## config.mk

```make
export PLATFORM = sky130hd
export DESIGN_NAME = alu_share_arbiter
export DESIGN_NICKNAME = d
export VERILOG_FILES = /design/src/rtl/alu_share_arbiter.sv
export SDC_FILE = /design/constraint.sdc
export NUM_CORES = 1
export LEC_CHECK = 0
export CAP_MARGIN = 10
export CORE_ASPECT_RATIO = 0.6
export CORE_MARGIN = 3
export CORE_UTILIZATION = 40
export CTS_CLUSTER_DIAMETER = 200
export DETAILED_ROUTE_END_ITERATION = 8
export GPL_ROUTABILITY_DRIVEN = 1
export PLACE_DENSITY = 0.91
export SYNTH_ARGS = -nofsm -noshare
export SYNTH_HDL_FRONTEND = slang
export SYNTH_SLANG_ARGS = --single-unit
```

## constraint.sdc

```tcl
create_clock -name clk -period 3.3 [get_ports clk]
set_input_delay 0.495 -clock clk [delete_from_list [all_inputs] [get_ports clk]]
set_output_delay 0.495 -clock clk [all_outputs]
set_load 0.05 [all_outputs]
```

## src/rtl/alu_share_arbiter.sv

```systemverilog
// Round-robin sharing of one ALU datapath between two requesters, with a single tagged response channel.
// Optional grant counters (gnt_cnt0/gnt_cnt1) are built when ALU_ARB_STATS_EN is defined.
module alu_share_arbiter #(
  parameter int WIDTH   = 32,
  parameter int OPW     = 3,
  parameter int ALU_LAT = 1
) (
  input  logic             clk,
  input  logic             reset,
  input  logic             r0_valid,
  output logic             r0_ready,
  input  logic [OPW-1:0]   r0_op,
  input  logic [WIDTH-1:0] r0_a,
  input  logic [WIDTH-1:0] r0_b,
  input  logic             r1_valid,
  output logic             r1_ready,
  input  logic [OPW-1:0]   r1_op,
  input  logic [WIDTH-1:0] r1_a,
  input  logic [WIDTH-1:0] r1_b,
  output logic [OPW-1:0]   alu_op,
  output logic [WIDTH-1:0] alu_a,
  output logic [WIDTH-1:0] alu_b,
  input  logic [WIDTH-1:0] alu_result,
  output logic             rsp_valid,
  input  logic             rsp_ready,
  output logic             rsp_id,
  output logic [WIDTH-1:0] rsp_data,
`ifdef ALU_ARB_STATS_EN
  output logic [15:0]      gnt_cnt0,
  output logic [15:0]      gnt_cnt1,
`endif
  output logic [1:0]       dbg_state
);

  if (ALU_LAT < 1 || ALU_LAT > 15) begin : g_bad_lat
    $error("alu_share_arbiter: ALU_LAT must be in 1..15");
  end

  typedef enum logic [1:0] {
    IDLE = 2'd0,
    EXEC = 2'd1,
    RESP = 2'd2
  } state_e;

  localparam logic [3:0] LAT_INIT = 4'(ALU_LAT - 1);

  state_e           state_q;
  logic             last_grant_q;
  logic [3:0]       lat_cnt_q;
  logic [OPW-1:0]   alu_op_q;
  logic [WIDTH-1:0] alu_a_q;
  logic [WIDTH-1:0] alu_b_q;
  logic             rsp_valid_q;
  logic             rsp_id_q;
  logic [WIDTH-1:0] rsp_data_q;

  logic grant_vld;
  logic grant_id;

  // Handshakes: a transfer happens on a rising edge where valid && ready; the
  // sender holds its payload stable while valid is high and ready is low.
  always_comb begin
    grant_vld = r0_valid | r1_valid;
    grant_id  = r1_valid;
    if (r0_valid && r1_valid) grant_id = ~last_grant_q;
  end

  assign r0_ready = (state_q == IDLE) && grant_vld && !grant_id;
  assign r1_ready = (state_q == IDLE) && grant_vld &&  grant_id;

  always_ff @(posedge clk) begin
    if (reset) begin
      state_q      <= IDLE;
      last_grant_q <= 1'b1;
      lat_cnt_q    <= '0;
      alu_op_q     <= '0;
      alu_a_q      <= '0;
      alu_b_q      <= '0;
      rsp_valid_q  <= 1'b0;
      rsp_id_q     <= 1'b0;
      rsp_data_q   <= '0;
    end else begin
      case (state_q)
        IDLE: begin
          if (grant_vld) begin
            alu_op_q     <= grant_id ? r1_op : r0_op;
            alu_a_q      <= grant_id ? r1_a  : r0_a;
            alu_b_q      <= grant_id ? r1_b  : r0_b;
            last_grant_q <= grant_id;
            rsp_id_q     <= grant_id;
            lat_cnt_q    <= LAT_INIT;
            state_q      <= EXEC;
          end
        end
        EXEC: begin
          // Operands stay driven for the whole wait; the ALU result is sampled once.
          if (lat_cnt_q == 4'd0) begin
            rsp_data_q  <= alu_result;
            rsp_valid_q <= 1'b1;
            state_q     <= RESP;
          end else begin
            lat_cnt_q <= lat_cnt_q - 4'd1;
          end
        end
        RESP: begin
          if (rsp_ready) begin
            rsp_valid_q <= 1'b0;
            state_q     <= IDLE;
          end
        end
        default: state_q <= IDLE;
      endcase
    end
  end

  assign alu_op    = alu_op_q;
  assign alu_a     = alu_a_q;
  assign alu_b     = alu_b_q;
  assign rsp_valid = rsp_valid_q;
  assign rsp_id    = rsp_id_q;
  assign rsp_data  = rsp_data_q;
  assign dbg_state = state_q;

`ifdef ALU_ARB_STATS_EN
  logic [15:0] gnt_cnt0_q;
  logic [15:0] gnt_cnt1_q;

  always_ff @(posedge clk) begin
    if (reset) begin
      gnt_cnt0_q <= '0;
      gnt_cnt1_q <= '0;
    end else begin
      if (r0_valid && r0_ready && gnt_cnt0_q != 16'hFFFF) gnt_cnt0_q <= gnt_cnt0_q + 16'd1;
      if (r1_valid && r1_ready && gnt_cnt1_q != 16'hFFFF) gnt_cnt1_q <= gnt_cnt1_q + 16'd1;
    end
  end

  assign gnt_cnt0 = gnt_cnt0_q;
  assign gnt_cnt1 = gnt_cnt1_q;
`endif

endmodule

```

# Word level (Yosys, flattened, before mapping)
# Cells that the tools add are included.
[word_totals]
register_bits = 108
in_bits = 171
out_inout_bits = 105
elab_cells = 46
[classes]
add_sub_neg = 1
n_eq_ne = 6
muxes = 14
n_bitwise = 2
n_reduce_logical = 14
[ops]
columns = ["op", "n"]
rows = [
  ["$mux W32", 2],
  ["$reduce_and A3 Y1", 3],
  ["$mux W4", 2],
  ["$ne A2 B2 Y1 const B", 4],
  ["$pmux W4 S2", 1],
  ["$mux W2", 3],
  ["$pmux W2 S3", 1],
  ["$logic_and A1 B1 Y1", 4],
  ["$logic_not A4 Y1", 1],
  ["$reduce_and A2 Y1", 2],
  ["$reduce_bool A2 Y1", 2],
  ["$sub A4 B1 Y4 const B", 1],
  ["$mux W1", 3],
  ["$mux W3", 1],
  ["$eq A2 B1 Y1 const B", 1],
  ["$eq A2 B2 Y1 const B", 1],
  ["$logic_not A2 Y1", 1],
  ["$pmux W1 S2", 1],
  ["$logic_not A1 Y1", 1],
  ["$not A1 Y1", 1],
  ["$or A1 B1 Y1", 1],
]

# Depth between registers and ports, before layout
# Gate-level depths: netlist (run 1).
[logic_depth]
depth_word = 4
ltp_mapped = 7
ltp_nobuf = 5

# Least setup slack after synthesis (run 1)
# OpenSTA, ideal clock, no wires.
[synth_path]
kind = "register -> output"
start = "register state_q[1] (netlist: dbg_state[1])"
end = "output port r0_ready"
t_arrival_ps = 1626
required_time_ps = 2805
slack_ps = 1179
path_stages_with_launch = 4
n_path_buf = 1
cell_sequence = "dfxtp_1 -> nor3b_2 -> clkbuf_1 -> and2_1"
[synth_between]
elab_chain_cells = 3
[synth_lines]
columns = ["element", "line", "source"]
rows = [
  ["start: declaration", "47", "state_e state_q;"],
  ["start signal: assignment", "73", "state_q <= IDLE;"],
  ["start signal: assignment", "92", "state_q <= EXEC;"],
  ["start signal: assignment", "100", "state_q <= RESP;"],
  ["$logic_not A2 Y1", "68", "assign r0_ready = (state_q == IDLE) && grant_vld && !grant_id;"],
  ["$logic_and A1 B1 Y1 (2 in a row)", "68", ""],
  ["end: declaration", "11", "output logic r0_ready,"],
]
# No other way between the ends.

# Worst setup path after layout (run 1)
[layout_path]
start = "register state_q[1] (netlist: dbg_state[1])"
end = "output port dbg_state[1]"
[layout_rtl]
columns = ["element", "line", "source"]
rows = [
  ["end: declaration", "32", "output logic [1:0] dbg_state"],
]
# No word-level cell between the ends.

==> reports/metrics.yaml, run 1 <==
status:
  outcome: "complete, no violations"
drt:
  drt_first_iter_violations: 300
  route.detailed.wl_per_inst_um: 19.85
  vias_post_dr: 5215
  drt_drc_violations_left: 0
  detail_route.first_pass.iterations: 5
  routed_wirelength_um: 17630
  post_drt_via_cell_ratio: 5.873
  final_antenna_net_count: 0
placed_design:
  pre_cts_slack_ns: 0.9410
  place_hpwl_um: 12590
  gp_congestion: 0.8273
  buffer_ports.inserted: 275
clocking:
  cts_hold_repair.buffers: 0
  cts-buffers-inserted: 9
  clock_tree.buffer_depth: 2
  clockRootBuffer: "clkbuf_16"
  tritoncts: "built"
  clock_insertion_delay_worst_skew_ns: 0.34
  clk_pin_slew_worst_paths_ns: 0.07
  clock_tree.htree_level_count: 3
  tritoncts_num_sinks: 108
  cts.repair.resized: 0
  postCtsSetupRepairBufs: 0
critical_path:
  setup.worst_path.class: "flip-flop to output port"
  cp_data_required_time_ns: 2.80
  critical_path.max_stage_delay_ns: 0.89
  cp_launch_type: "flip-flop"
  worstPathCellList: "clkdlybuf4s50_1"
  crit-reg2reg-capture: "alu_b[30]"
  r2r_start: "dbg_state[1]"
  critical-path-top-delay-family: "buffers and inverters"
  endpoint_kind: "output port"
  critical-path-slowest-cell: "clkdlybuf4s50_1"
  r2r_cells: 5
  cp.buffers_inverters: 1
  worstPathMaxFanout: 8
  worst-endpoint-arrival_ns: 1.76
  rrSetupSlack_ns: 1.22
synth:
  synthCells: 507
  synth_top_cells_by_count: "dfxtp_1, nand3_1, o21ai_0"
  yosysMostFrequentCell: "dfxtp_1"
  synth-seq-cells: 108
  yosysUniqueCellTypes: 34
  synth_async_sr_flop_share: 0
  seq_total_area_yosys: 0.4707
  synth_top_area_share: 0.4707
  synth-edff-count: 0
  mappedNetlistNets: 680
  syn_area_per_cell_um2: 9.059
  synth.area.top_cells: "dfxtp_1, nand3_1, a221o_1"
  mappedNetlistArea_mm2: 0.004593
  largest_area_contributor_in_the_netlist: "dfxtp_1"
  synthFlopType: "dfxtp_1"
  synth-warning-count: 0
sta:
  worstMarginPinSlew_ns: 0.6413
  setup_viol_count_final: 0
  setup_tns_ns: 0
  period_needed_ns: 2.256
  slew_violations: 0
  final.period_utilization: 0.6836
  setup_repair_after_global_routing_missed_its_margin: "no"
  hold_slack_ns: 0.4524
  finalHoldViolCount: 0
  slew_headroom: 0.5725
  worst_clock_skew_ns: 0.006862
  setup_ws_ns: 1.044
  fmaxAchievable_ghz: 0.4433
final_layout:
  fill_cells: 827
  final-seq-area_mm2: 0.002162
  area_taken_by_multi_input_logic_gates_mm2: 0.002158
  final_core_util: 0.7021
  antennaDiodeCount: 0
  layout-drive-gt1-share: 0.05474
  syn2layout_area_growth_pct: 66.39
  layout.nets: 917
worst_hold_path:
  whs_endpoint: "alu_a[3]"
  hold_path.startpoint: "reset"
  cell_depth_of_the_worst_hold_path: 2
  worstHoldPathType: "primary input to flip-flop"
global_routing:
  grt_antenna_before_repair: 0
  grt_pass1_vias: 5107
  grt_pass1_wl_um: 26530
  grt.total_usage: 0.2599
  gr-total-overflow: 0
  largest_net_degree_at_the_start_of_global_routing: 68
job:
  max_cap_violations: 0
floorplanning:
  die_x_um: 144.3
  die_height_um: 89.01
  core_area_mm2: 0.01089
  row_count: 29
  floorplan.initialDensity: 0.4220
  design.die.area_mm2: 0.01285
  design.portCount: 276
power:
  p_leak_nw: 2.818
  worst_ir_drop_vdd_uv: 278.6
  power_density_mw_per_mm2: 499.3
  power.total_mw: 3.816
[layout make-up]
class,count,area share
inverter,4,0.001965
clock buffer,11,0.03176
tap,139,0.02276
timing repair buffer,289,0.3736
sequential,108,0.2829
multi-input combinational,332,0.2824
clock inverter,5,0.004584
[power by group]
part	switching (mW)	total, mW	internal (mW)
logic	0.779	1.30	0.517
registers	0.0702	1.50	1.43
clock network	0.484	1.02	0.537
[layout by cell type, fill, tap and decap left out, types with 2 or more instances in the layout]
cell type / instances
a21oi_1: 39
a221o_1: 36
a31oi_1: 31
and4b_1: 36
buf_2: 2
buf_4: 15
clkbuf_16: 9
clkdlybuf4s50_1: 271
clkinv_2: 2
dfxtp_1: 108
ha_1: 2
inv_1: 4
inv_6: 2
nand2_1: 4
nand2b_1: 2
nand3_1: 94
o21ai_0: 66
or3_1: 2
or3b_2: 2
or4_1: 2
[layer usage]
| layer | track usage | vias up | share of wire |
|---|---|---|---|
| met4 | 0.08721 | 0 | 0.025 |
| met3 | 0.08391 | 37 | 0.093 |
| met1 | 0.3004 | 2504 | 0.39 |
| li1 | - | 2413 | - |
| met5 | 0 | - | 0 |
| met2 | 0.4607 | 261 | 0.50 |
[through the flow]
step / std cells / cell area (µm²)
6_report: 888 / 7642
5_1_grt: 888 / 7642
4_1_cts: 888 / 7642
3_5_place_dp: 872 / 7365
3_3_place_gp: 872 / 7365
2_1_floorplan: 507 / 4593
[cell families after synthesis]
| kind of cell | count (synthesis) | synth area share |
|---|---|---|
| flip-flops | 108 | 0.4707 |
| AND/OR/NAND/NOR | 152 | 0.2125 |
| AO/OA/AOI/OAI | 178 | 0.2463 |
| buffers and inverters | 67 | 0.06510 |
| adder cells (fa/ha/maj) | 2 | 0.005447 |
[how the worst max path moves through the flow]
stage               slack [ns]  depth (start not counted)            to          from
floorplan                 1.18                          3      r0_ready  dbg_state[1]
global route              0.96                          1  dbg_state[1]  dbg_state[1]
global placement          1.02                          5     alu_a[14]      r0_valid
detailed placement        0.94                          5     alu_b[22]      r0_valid
CTS                       1.02                          1  dbg_state[1]  dbg_state[1]
finish                    1.04                          1  dbg_state[1]  dbg_state[1]
[registers in the layout, indices dropped and copies added, names as in the netlist]
register / flops
alu_a: 32
last_grant_q: 1
alu_op: 3
dbg_state: 2
rsp_valid: 1
rsp_id: 1
lat_cnt_q: 4
rsp_data: 32
alu_b: 32
Note: power is estimated with default switching activity, not from simulation.
==> inputs of run 2 (changes only) <==
Settings changed: CORE_UTILIZATION 40 to 38, PLACE_DENSITY 0.91 to 0.87.
Clock period 3.3 ns to 2.3 ns, I/O delays scaled along.
==> run 2 against run 1 <==
Against the previous run: clock skew is 0.0025 ns higher; first-iteration DRC count is 19% higher; wire length barely moved; hold slack lost 0.087 ns; cell area grew 0.79%; core utilization is 3.6 points lower; critical endpoint is now dbg_state[0].
==> reports/metrics.yaml, run 2 (synthesis gave the netlist of run 1 again) <==
global_routing:
  grt_antenna_before_repair: 1  # +1
  grt_pass1_wl_um: 28080  # +5.8%
  grt.total_usage: 0.2537  # -0.006165
  gr-total-overflow: 0  # unchanged
  grt_pass1_vias: 5217  # +2.2%
  largest_net_degree_at_the_start_of_global_routing: 68  # unchanged
critical_path:
  worst-endpoint-arrival_ns: 1.80  # +0.04 ns
  cp.buffers_inverters: 1  # unchanged
  critical-path-top-delay-family: "buffers and inverters"
  critical-path-slowest-cell: "clkdlybuf4s50_1"
  cp_data_required_time_ns: 1.96  # -0.84 ns
  setup.worst_path.class: "flip-flop to output port"
  endpoint_kind: "output port"
  worstPathCellList: "clkdlybuf4s50_1"
  worstPathMaxFanout: 8  # unchanged
  critical_path.max_stage_delay_ns: 0.91  # +0.02 ns
  cp_launch_type: "flip-flop"
clocking:
  cts_hold_repair.buffers: 0  # unchanged
  clk_pin_slew_worst_paths_ns: 0.07  # about the same
  postCtsSetupRepairBufs: 0  # unchanged
  clock_tree.htree_level_count: 3  # unchanged
  cts.repair.resized: 0  # unchanged
  clock_tree.buffer_depth: 2  # unchanged
  tritoncts_num_sinks: 108  # unchanged
  clockRootBuffer: "clkbuf_16"
  tritoncts: "built"
  clock_insertion_delay_worst_skew_ns: 0.34  # about the same
  cts-buffers-inserted: 9  # unchanged
sta:
  final.period_utilization: 0.9331
  fmaxAchievable_ghz: 0.4659
  slew_violations: 0  # unchanged
  setup_repair_after_global_routing_missed_its_margin: "no"
  slew_headroom: 0.5480  # -0.02449
  setup_viol_count_final: 0  # unchanged
  setup_tns_ns: 0  # unchanged
  period_needed_ns: 2.146
  finalHoldViolCount: 0  # unchanged
  worstMarginPinSlew_ns: 0.6751  # +0.03378 ns
  worst_clock_skew_ns: 0.009318  # +0.002456 ns
final_layout:
  layout_common_cells: "clkdlybuf4s50_1, dfxtp_1, nand3_1"
  syn2layout_area_growth_pct: 67.69
  mostFrequentLayoutCell: "clkdlybuf4s50_1"
  layout.nets: 919  # +0.22%
  layout-drive-gt1-share: 0.05726  # +0.002517
  stdcell_area_mm2: 0.007702  # +0.79%
  fill_cells: 920  # +11%
drt:
  vias_post_dr: 5181  # -0.65%
  post_drt_via_cell_ratio: 5.681  # -3.3%
  route.detailed.wl_per_inst_um: 19.33  # -2.6%
  detail_route.first_pass.iterations: 5  # unchanged
  drt_first_iter_violations: 357  # +19%
  final_antenna_net_count: 0  # unchanged
  drt_drc_violations_left: 0  # unchanged
  routed_wirelength_um: 17630  # about the same
power:
  p_leak_nw: 2.825  # +0.26%
  power_density_mw_per_mm2: 713.5  # +43%
  worst_ir_drop_vdd_uv: 430.0  # +54%
floorplanning:
  core_area_mm2: 0.01156  # +6.2%
  design.die.area_mm2: 0.01349  # +5.0%
  design.portCount: 276  # unchanged
  floorplan.initialDensity: 0.3973  # -0.02466
  die_x_um: 147.9  # +2.5%
  die_height_um: 91.16  # +2.4%
  row_count: 30  # +3.4%
worst_hold_path:
  worstHoldPathType: "primary input to flip-flop"
placed_design:
  buffer_ports.inserted: 275  # unchanged
  place_hpwl_um: 12510  # -0.62%
  dpl-instance-area_mm2: 0.007421  # +0.76%
  gp_congestion: 0.8170  # -1.2%
status:
  outcome: "complete, no violations"
job:
  max_cap_violations: 0  # unchanged
-- run 2: final timing paths --
kind / depth (start not counted) / startpoint / slack, ns / to
setup / recovery: 1 / dbg_state[0] / 0.15 / dbg_state[0]
hold / removal: 3 / r1_valid / 0.37 / alu_b[26]
setup reg to reg: 6 / lat_cnt_q[0] / 0.29 / rsp_data[29]
hold reg to reg: 2 / rsp_valid / 0.46 / rsp_valid
-- run 2: through the flow --
stage | hold WS [ns] | power, mW | util | setup WS, ns | cells
after floorplan | 0.4510 | 3.257 | - | 0.3292 | 507
after global placement | 0.4471 | 4.020 | 0.6419 | 0.3056 | 895
after detailed placement | 0.4555 | 4.059 | 0.6419 | 0.2333 | 895
after CTS | 0.3542 | 5.528 | 0.6660 | 0.1437 | 911
after global routing | 0.3872 | 5.707 | 0.6662 | 0.09078 | 912
final | 0.3651 | 5.496 | 0.6662 | 0.1538 | 912
-- run 2: cell type report --
class	instances	area, µm²	share of cell area
Antenna cell	1	2.502	0.0003249
Inverter	4	15.01	0.001949
Multi-Input combinational cell	332	2158	0.2802
Clock inverter	5	36.28	0.004711
Timing Repair Buffer	291	2885	0.3746
Sequential cell	108	2162	0.2807
Clock buffer	11	242.7	0.03151
Tap cell	160	200.2	0.02599
-- run 2: report_power, final --
part | switching [mW] | internal, mW | total [mW]
registers | 0.103 | 2.05 | 2.15
logic | 1.11 | 0.753 | 1.87
clock network | 0.707 | 0.768 | 1.48
-- run 2: layer usage --
| metal | global-route usage | vias up | routed length (µm) |
|---|---|---|---|
| li1 | - | 2425 | - |
| met1 | 0.2991 | 2489 | 7166 |
| met2 | 0.4361 | 243 | 8496 |
| met3 | 0.09177 | 24 | 1645 |
| met4 | 0.07302 | 0 | 324 |
| met5 | 0 | - | 0 |
==> inputs of run 3 (changes only) <==
Settings changed: HOLD_SLACK_MARGIN set to 0.1.
==> results of run 3 <==
The final DEF is identical to that of run 2; final timing and power are the same.
